===== config.mk =====
export PLATFORM = sky130hd
export DESIGN_NAME = pipe_mem_access_flat
export DESIGN_NICKNAME = d
export VERILOG_FILES = /design/src/rtl/pipe_mem_access_if.sv /design/src/rtl/pipe_mem_access.sv /design/src/flat_wrapper.sv
export SDC_FILE = /design/constraint.sdc
export NUM_CORES = 1
export LEC_CHECK = 0
export ABC_AREA = 0
export BUFFER_PORTS_ARGS = -buffer_cell sky130_fd_sc_hd__buf_2
export CAP_MARGIN = 15
export CELL_PAD_IN_SITES_DETAIL_PLACEMENT = 0
export CELL_PAD_IN_SITES_GLOBAL_PLACEMENT = 1
export CORE_ASPECT_RATIO = 1.75
export CORE_MARGIN = 3
export CORE_UTILIZATION = 30
export CTS_CLUSTER_SIZE = 25
export DETAILED_ROUTE_END_ITERATION = 12
export GPL_ROUTABILITY_DRIVEN = 0
export GPL_TIMING_DRIVEN = 1
export HOLD_SLACK_MARGIN = 0.1
export PLACE_DENSITY = 0.65
export SYNTH_ARGS = -nofsm -noshare
export SYNTH_HDL_FRONTEND = slang
export SYNTH_SLANG_ARGS = --single-unit

===== constraint.sdc =====
create_clock -name clock -period 20.2 [get_ports clock]
set_input_delay 2.02 -clock clock [delete_from_list [all_inputs] [get_ports clock]]
set_output_delay 2.02 -clock clock [all_outputs]
set_load 0.1 [all_outputs]

===== src/rtl/pipe_mem_access_if.sv =====
// Data-memory request/acknowledge bus between the memory stage and the memory.
// master = pipeline memory stage, slave = memory.
interface pipe_mem_access_if;
  logic        dmem_req;
  logic        dmem_we;
  logic [31:0] dmem_addr;
  logic [31:0] dmem_wdata;
  logic [31:0] dmem_rdata;
  logic        dmem_ack;

  modport master (
    output dmem_req, dmem_we, dmem_addr, dmem_wdata,
    input  dmem_rdata, dmem_ack
  );

  modport slave (
    input  dmem_req, dmem_we, dmem_addr, dmem_wdata,
    output dmem_rdata, dmem_ack
  );
endinterface


===== src/rtl/pipe_mem_access.sv =====
// Memory stage of the 5-stage pipeline: EX/MEM register, req/ack data-memory
// access FSM with timeout, upstream stall generation and MEM/WB register.
// Optional macro MISALIGN_CHECK_EN: misaligned accesses are not issued and
// raise the sticky misalign_err output.
module pipe_mem_access #(
  parameter int unsigned TIMEOUT_CYCLES = 255
) (
  input  logic        clock,
  input  logic        reset,
  input  logic [31:0] ealu,
  input  logic [31:0] eb,
  input  logic [4:0]  ern,
  input  logic        ewreg,
  input  logic        em2reg,
  input  logic        ewmem,
  output logic [31:0] malu,
  output logic [4:0]  mrn,
  output logic        mwreg,
  output logic        mm2reg,
  output logic        mem_stall,
  pipe_mem_access_if.master dmem,
  output logic [4:0]  wrn,
  output logic        wwreg,
  output logic        wm2reg,
  output logic [31:0] walu,
  output logic [31:0] wmo,
`ifdef MISALIGN_CHECK_EN
  output logic        misalign_err,
`endif
  output logic        mem_err
);

  localparam int unsigned CW = (TIMEOUT_CYCLES > 1) ? $clog2(TIMEOUT_CYCLES) : 1;
  localparam logic [CW-1:0] CNT_LAST = CW'(TIMEOUT_CYCLES - 1);

  typedef enum logic [1:0] {
    S_IDLE,
    S_WAIT,
    S_DONE
  } state_t;

  state_t r_state;
  state_t w_next;

  // EX/MEM register
  logic [31:0] r_malu;
  logic [31:0] r_mb;
  logic [4:0]  r_mrn;
  logic        r_mwreg;
  logic        r_mm2reg;
  logic        r_mwmem;

  // memory port and access bookkeeping
  logic          r_req;
  logic          r_we;
  logic [31:0]   r_addr;
  logic [31:0]   r_wdata;
  logic [CW-1:0] r_cnt;
  logic [31:0]   r_mdata;
  logic          r_mem_err;

  // MEM/WB register
  logic [4:0]  r_wrn;
  logic        r_wwreg;
  logic        r_wm2reg;
  logic [31:0] r_walu;
  logic [31:0] r_wmo;

  logic w_mem_op;
  logic w_skip;
  logic w_stall;
  logic w_issue;
  logic w_timeout;

  assign w_mem_op = r_mm2reg | r_mwmem;

`ifdef MISALIGN_CHECK_EN
  logic r_misalign_err;
  assign w_skip       = w_mem_op & (r_malu[1:0] != 2'b00);
  assign misalign_err = r_misalign_err;
`else
  assign w_skip = 1'b0;
`endif

  // state register
  always_ff @(posedge clock or posedge reset) begin
    if (reset) r_state <= S_IDLE;
    else       r_state <= w_next;
  end

  // next-state: ack beats timeout because it is tested first
  always_comb begin
    w_next = r_state;
    case (r_state)
      S_IDLE: if (w_mem_op) w_next = w_skip ? S_DONE : S_WAIT;
      S_WAIT: if (dmem.dmem_ack || (r_cnt == CNT_LAST)) w_next = S_DONE;
      S_DONE: w_next = S_IDLE;
      default: w_next = S_IDLE;
    endcase
  end

  // FSM decoded controls: stall, issue and timeout strobes
  always_comb begin
    w_stall   = ((r_state == S_IDLE) && w_mem_op) || (r_state == S_WAIT);
    w_issue   = (r_state == S_IDLE) && w_mem_op && !w_skip;
    w_timeout = (r_state == S_WAIT) && !dmem.dmem_ack && (r_cnt == CNT_LAST);
  end

  // EX/MEM register: advance only when the stage is not stalled
  always_ff @(posedge clock or posedge reset) begin
    if (reset) begin
      r_malu   <= '0;
      r_mb     <= '0;
      r_mrn    <= '0;
      r_mwreg  <= 1'b0;
      r_mm2reg <= 1'b0;
      r_mwmem  <= 1'b0;
    end else if (!w_stall) begin
      r_malu   <= ealu;
      r_mb     <= eb;
      r_mrn    <= ern;
      r_mwreg  <= ewreg;
      r_mm2reg <= em2reg;
      r_mwmem  <= ewmem;
    end
  end

  // memory request registers, wait counter, load data capture and error flags
  always_ff @(posedge clock or posedge reset) begin
    if (reset) begin
      r_req     <= 1'b0;
      r_we      <= 1'b0;
      r_addr    <= '0;
      r_wdata   <= '0;
      r_cnt     <= '0;
      r_mdata   <= '0;
      r_mem_err <= 1'b0;
`ifdef MISALIGN_CHECK_EN
      r_misalign_err <= 1'b0;
`endif
    end else begin
      case (r_state)
        S_IDLE: begin
          if (w_issue) begin
            r_req   <= 1'b1;
            r_we    <= r_mwmem;
            r_addr  <= r_malu;
            r_wdata <= r_mb;
            r_cnt   <= '0;
          end
`ifdef MISALIGN_CHECK_EN
          if (w_skip) begin
            r_mdata        <= '0;
            r_misalign_err <= 1'b1;
          end
`endif
        end
        S_WAIT: begin
          r_cnt <= r_cnt + CW'(1);
          if (dmem.dmem_ack) begin
            r_req   <= 1'b0;
            r_mdata <= r_mm2reg ? dmem.dmem_rdata : '0;
          end else if (w_timeout) begin
            r_req     <= 1'b0;
            r_mdata   <= '0;
            r_mem_err <= 1'b1;
          end
        end
        default: ;
      endcase
    end
  end

  // MEM/WB register: a stalled cycle hands a bubble to writeback
  always_ff @(posedge clock or posedge reset) begin
    if (reset) begin
      r_wrn    <= '0;
      r_wwreg  <= 1'b0;
      r_wm2reg <= 1'b0;
      r_walu   <= '0;
      r_wmo    <= '0;
    end else if (!w_stall) begin
      r_wrn    <= r_mrn;
      r_wwreg  <= r_mwreg;
      r_wm2reg <= r_mm2reg;
      r_walu   <= r_malu;
      r_wmo    <= (r_state == S_DONE) ? r_mdata : '0;
    end else begin
      r_wwreg  <= 1'b0;
      r_wm2reg <= 1'b0;
    end
  end

  assign malu            = r_malu;
  assign mrn             = r_mrn;
  assign mwreg           = r_mwreg;
  assign mm2reg          = r_mm2reg;
  assign mem_stall       = w_stall;
  assign dmem.dmem_req   = r_req;
  assign dmem.dmem_we    = r_we;
  assign dmem.dmem_addr  = r_addr;
  assign dmem.dmem_wdata = r_wdata;
  assign wrn             = r_wrn;
  assign wwreg           = r_wwreg;
  assign wm2reg          = r_wm2reg;
  assign walu            = r_walu;
  assign wmo             = r_wmo;
  assign mem_err         = r_mem_err;

endmodule


===== src/flat_wrapper.sv =====
// flat-port wrapper written by rule: the top's interface ports become plain ports
module pipe_mem_access_flat 
#(
  parameter int unsigned TIMEOUT_CYCLES = 255
)
  (clock, reset, ealu, eb, ern, ewreg, em2reg, ewmem, malu, mrn, mwreg, mm2reg, mem_stall, wrn, wwreg, wm2reg, walu, wmo, mem_err, dmem_dmem_req, dmem_dmem_we, dmem_dmem_addr, dmem_dmem_wdata, dmem_dmem_rdata, dmem_dmem_ack);
  pipe_mem_access_if dmem_i ();
  input  logic clock;
  input  logic reset;
  input  logic [31:0] ealu;
  input  logic [31:0] eb;
  input  logic [4:0] ern;
  input  logic ewreg;
  input  logic em2reg;
  input  logic ewmem;
  output logic [31:0] malu;
  output logic [4:0] mrn;
  output logic mwreg;
  output logic mm2reg;
  output logic mem_stall;
  output logic [4:0] wrn;
  output logic wwreg;
  output logic wm2reg;
  output logic [31:0] walu;
  output logic [31:0] wmo;
  output logic mem_err;
  output wire logic [$bits(dmem_i.dmem_req)-1:0] dmem_dmem_req;
  output wire logic [$bits(dmem_i.dmem_we)-1:0] dmem_dmem_we;
  output wire logic [$bits(dmem_i.dmem_addr)-1:0] dmem_dmem_addr;
  output wire logic [$bits(dmem_i.dmem_wdata)-1:0] dmem_dmem_wdata;
  input wire logic [$bits(dmem_i.dmem_rdata)-1:0] dmem_dmem_rdata;
  input wire logic [$bits(dmem_i.dmem_ack)-1:0] dmem_dmem_ack;
  assign dmem_dmem_req = dmem_i.dmem_req;
  assign dmem_dmem_we = dmem_i.dmem_we;
  assign dmem_dmem_addr = dmem_i.dmem_addr;
  assign dmem_dmem_wdata = dmem_i.dmem_wdata;
  assign dmem_i.dmem_rdata = dmem_dmem_rdata;
  assign dmem_i.dmem_ack = dmem_dmem_ack;
  pipe_mem_access #(.TIMEOUT_CYCLES(TIMEOUT_CYCLES)) u_core (.clock(clock), .reset(reset), .ealu(ealu), .eb(eb), .ern(ern), .ewreg(ewreg), .em2reg(em2reg), .ewmem(ewmem), .malu(malu), .mrn(mrn), .mwreg(mwreg), .mm2reg(mm2reg), .mem_stall(mem_stall), .dmem(dmem_i), .wrn(wrn), .wwreg(wwreg), .wm2reg(wm2reg), .walu(walu), .wmo(wmo), .mem_err(mem_err));
endmodule

### After elaboration in Yosys (flattened, before gate mapping)

Index checks and enable logic that the tools add are counted.

| cells by class | value |
|---|---|
| bitwise gates (word level) | 2 |
| reductions and logical operators | 15 |
| equal/unequal tests | 7 |
| $add $sub $neg | 1 |
| multiplexer cells | 15 |

Operator list:

| cell | count |
|---|---|
| 32-bit 2-to-1 mux | 4 |
| 8-bit case mux with 2 select lines | 1 |
| 8-bit by 1-bit adder with 8-bit output (second input constant) | 1 |
| 8-bit == test (second input constant) | 1 |
| 8-bit 2-to-1 mux | 1 |
| 2-bit AND reduction | 4 |
| 2-bit by 1-bit inequality test with 1-bit output (second input constant) | 3 |
| 3-bit AND reduction | 2 |
| 1-bit 2-to-1 mux | 5 |
| 2-bit 2-to-1 mux | 2 |
| 2-bit case mux with 2 select lines | 1 |
| 2-bit nonzero test | 2 |
| 1-bit logical AND | 3 |
| 3-bit by 2-bit inequality test with 1-bit output (second input constant) | 1 |
| 2-bit by 1-bit == test with 1-bit output (second input constant) | 1 |
| 2-bit == test (second input constant) | 1 |
| 2-bit zero test | 1 |
| 1-bit logical OR | 2 |
| 1-bit case mux with 2 select lines | 1 |
| 1-bit zero test | 1 |
| 1-bit inverter | 1 |
| 1-bit OR | 1 |

| word-level totals | value |
|---|---|
| logic and storage cells | 59 |
| flip-flop bits (word level) | 252 |
| output and inout port bits | 178 |
| input port bits | 107 |

### Logic depth before layout (Yosys ltp)

| logic depth | value |
|---|---|
| depth in word-level cells | 6 |
| gate-level depth with buffers | 8 |
| gate-level depth less buffers | 5 |

### Worst setup path after synthesis

OpenSTA, ideal clock, no wires.

| path | value |
|---|---|
| path kind | flip-flop to output port |
| start point | register u_core.r_mm2reg, in the netlist u_core.mm2reg |
| end point | output port mem_stall |
| arrival | 2.150 ns |
| required time | 18.180 ns |
| setup slack | 16.030 ns |
| cell stages (with the launch flop) | 7 |
| cells stage by stage | dfrtp_1 nor3_4 or2_1 buf_4 inv_2 buf_6 buf_2 |

| between the ends | value |
|---|---|
| longest elaborated chain between the ends | 3 |

Ends and longest elaborated chain:

| what | RTL line | text |
|---|---|---|
| from (decl) | pipe_mem_access.sv:50 | `logic r_mm2reg;` |
| from (signal assigned) | pipe_mem_access.sv:123 | `r_mm2reg <= em2reg;` |
| 1-bit OR | pipe_mem_access.sv:75 | `assign w_mem_op = r_mm2reg \| r_mwmem;` |
| 1-bit logical AND | pipe_mem_access.sv:104 | `w_stall = ((r_state == S_IDLE) && w_mem_op) \|\| (r_state == S_WAIT);` |
| 1-bit logical OR | pipe_mem_access.sv:104 |  |
| to (decl) | flat_wrapper.sv:20 | `output logic mem_stall;` |

No other way between the ends.

### Worst setup path after layout

| path | value |
|---|---|
| start point | register u_core.r_state[0] |
| end point | output port mem_stall |

| between the ends | value |
|---|---|
| longest elaborated chain between the ends | 3 |
| elaborated cells on any way between the ends | 4 |

Ends and longest elaborated chain:

| what | RTL line | text |
|---|---|---|
| from (decl) | pipe_mem_access.sv:42 | `state_t r_state;` |
| from (signal assigned) | pipe_mem_access.sv:88 | `else r_state <= w_next;` |
| 2-bit zero test | pipe_mem_access.sv:104 |  |
| 1-bit logical AND | pipe_mem_access.sv:104 |  |
| 1-bit logical OR (*) | pipe_mem_access.sv:104 |  |

Mark *: on every way between the ends. The rest lies on a longest branch, timed or not.

==> results.toml <==
[floorplanning]
core_area_sq_mm = 0.0316
rows = 86
die_w_microns = 142
io_pins = 285
floorplan.initialDensity = 0.306
fp.dieArea_sq_mm = 0.0346
die_h_microns = 244

[synthesis]
yosysSeqAreaShare = 0.651
synth_top_family_by_area = "multiplexers"
syn_area_per_cell_sq_um = 15.8
yosysUniqueCellTypes = 40
syn-instance-count = 615
synth-edff-count = 0
synthesis.nets = 724
synth_adder_area_share = 0.00258
synth_area_sq_mm = 0.00969
synth_warnings = 0
synth_flop_cell = "dfrtp_1"
synth-simple-area-share = 0.0380
yosysTopAreaCell = "dfrtp_1"
ys_top_cells_by_count = "dfrtp_1, mux2_2, and2_1, a22o_1, a221o_1"
yosysMostFrequentCell = "dfrtp_1"
post-synth-top-area-fraction = 0.651
synth_compound_area_frac = 0.0746
async_flop_share = 1.00
synth_mux_area_frac = 0.208
synth-xor-area-share = 0.000904
ys_ff_latch = 252
synth_area_leaders = "dfrtp_1, mux2_2, a221o_1"

[worst_setup_path]
slowest_delay_ns = 0.57
cp_num_cells = 4
cp_max_fo = 42
cp.arrival_ns = 2.48
crit_required_ns = 18.18
reg2reg_from = "u_core.r_state[0]"
crit_path_cell_trace = "nor3_4, or2_2, inv_4, buf_2"
reg2regPathDepth = 5
crit_path_end_kind = "output pin"
critPathSlowestCell = "dfrtp_1"
crit_family = "buffers and inverters"
startpoint = "u_core.r_state[0]"
start_kind = "flip-flop"
crit_buf_inv = 2
crit_type = "reg2out"

[placement]
portBuffers = 284
hpwl_microns = 16800
dp.cells = 1262
placed_area_sq_mm = 0.0115

[timing]
finalSetupTns_ns = 0
final.setup_skew_ns = 0.0152
setup_violations = 0
period_minus_slack_ns = 4.50
fmax_ghz = 0.222
finalHoldViolCount = 0
rsz0062_at_grt = "no"
final_max_slew_viol_count = 0
slew_headroom = 0.307
post-route-period-util = 0.223
worst_slew_pin_slew_ns = 1.04

[run_status]
status = "completed"

[drt]
avgViaCountPerCell = 4.74
firstDrtPassIters = 4
num_vias = 6203
drtAntennaViolNets = 0
wl_met3_microns = 1490
wirelength_microns = 24500
wl_per_cell_microns = 18.7
highest_layer = "met4"
wl_met1_microns = 8760
drc_errors = 0
dr_wl_met2_microns = 13300
drt_iter0_drc = 177

[global_route]
grt_remaining_overflow = 0
antenna_found_initial = 3
grt_max_degree = 132
track_usage = 0.139
grt_first_pass_wirelength_microns = 38000
grt_pass1_vias = 6514

[min_path]
hold_path_depth = 1
hp-class = "reg2reg"
hold_start = "u_core.mem_err"

[layout]
fillCellCount = 3049
final_layout_size_suffix_gt1_frac = 0.566
fin_area_sq_mm = 0.0123
fin_util = 0.389
fin_cells = 1310
nNetsFinal = 1002
syn_to_final_growth_pct = 27.0

[clock_network]
clockBufferDepth = 3
numClockSinks = 252
htree_levels = 1
clock_latency_ns = 0.53
cts_made_buffers = 25
cts_repair_resize_count = 0
path_clk_slew_ns = 0.07
cts-hold-fix-buffers = 0
cts_root_buf = "clkbuf_16"
cts_setup_buffers = 0
cts_tree = "done"

[job]
maxCapViolations = 0
## flip-flops by register name, summed over array words and instances, names as in the netlist, 2 cells and up
register	cells
u_core.r_cnt	8
u_core.wmo	32
u_core.r_mb	32
u_core.walu	32
u_core.r_mdata	32
u_core.dmem.dmem_wdata	32
u_core.mrn	5
u_core.malu	32
u_core.r_state	2
u_core.wrn	5
u_core.dmem.dmem_addr	32
## final timing paths
path                                                  end  slack (ns)
worst max-delay path                            mem_stall       15.70
worst min-delay path                       u_core.mem_err        0.49
worst max register to register             u_core.walu[1]       17.38
worst min register to register             u_core.mem_err        0.49
max in group asynchronous       u_core.dmem.dmem_wdata[6]       17.03
min in group asynchronous                   u_core.wrn[0]        1.68
## layout by cell type (no fill, tap or decap), types with 3 or more instances in the layout
master,count
buf_2,284
dfrtp_1,252
mux2_2,158
and2_1,34
a22o_1,33
a221o_1,32
clkbuf_16,25
mux2_4,15
buf_4,8
nor2_1,5
clkinv_2,5
nand2_1,4
clkbuf_8,4
diode_2,3
and4_1,3
inv_1,3
clkinvlp_4,3
clkinv_4,3
## stage by stage
| stage | hold slack [ns] | worst slack, ns |
|---|---|---|
| after floorplan | 0.443 | 11.25 |
| after global routing | 0.505 | 15.54 |
| after CTS | 0.492 | 15.65 |
| final | 0.491 | 15.70 |
| after global placement | 0.452 | 16.25 |
| after detailed placement | 0.466 | 16.22 |
## per-layer routing
metal | vias up | track usage
met5 | - | 0
met4 | 0 | 0.0582
met3 | 48 | 0.0255
met2 | 227 | 0.257
met1 | 3130 | 0.153
li1 | 2798 | -
## logic make-up after synthesis
| group | after synthesis |
|---|---|
| flip-flops | 252 |
| multiplexers | 174 |
| AO/OA/AOI/OAI | 81 |
| AND/OR/NAND/NOR | 59 |
| buffers and inverters | 46 |
| adder cells (fa/ha/maj) | 2 |
| XOR/XNOR | 1 |
## layout make-up
| class | instances | area [sq um] | share of cell area |
|---|---|---|---|
| clock inverter | 14 | 143 | 0.0116 |
| inverter | 5 | 28.8 | 0.00234 |
| sequential | 252 | 6310 | 0.512 |
| timing repair buffer | 292 | 1480 | 0.120 |
| multi-input combinational | 317 | 3160 | 0.257 |
| clock buffer | 31 | 688 | 0.0559 |
| tap | 396 | 495 | 0.0403 |
| antenna | 3 | 7.51 | 0.000610 |
Power is not shown: default switching activity piles up to over one toggle a cycle in this logic, so the estimate is an artifact.
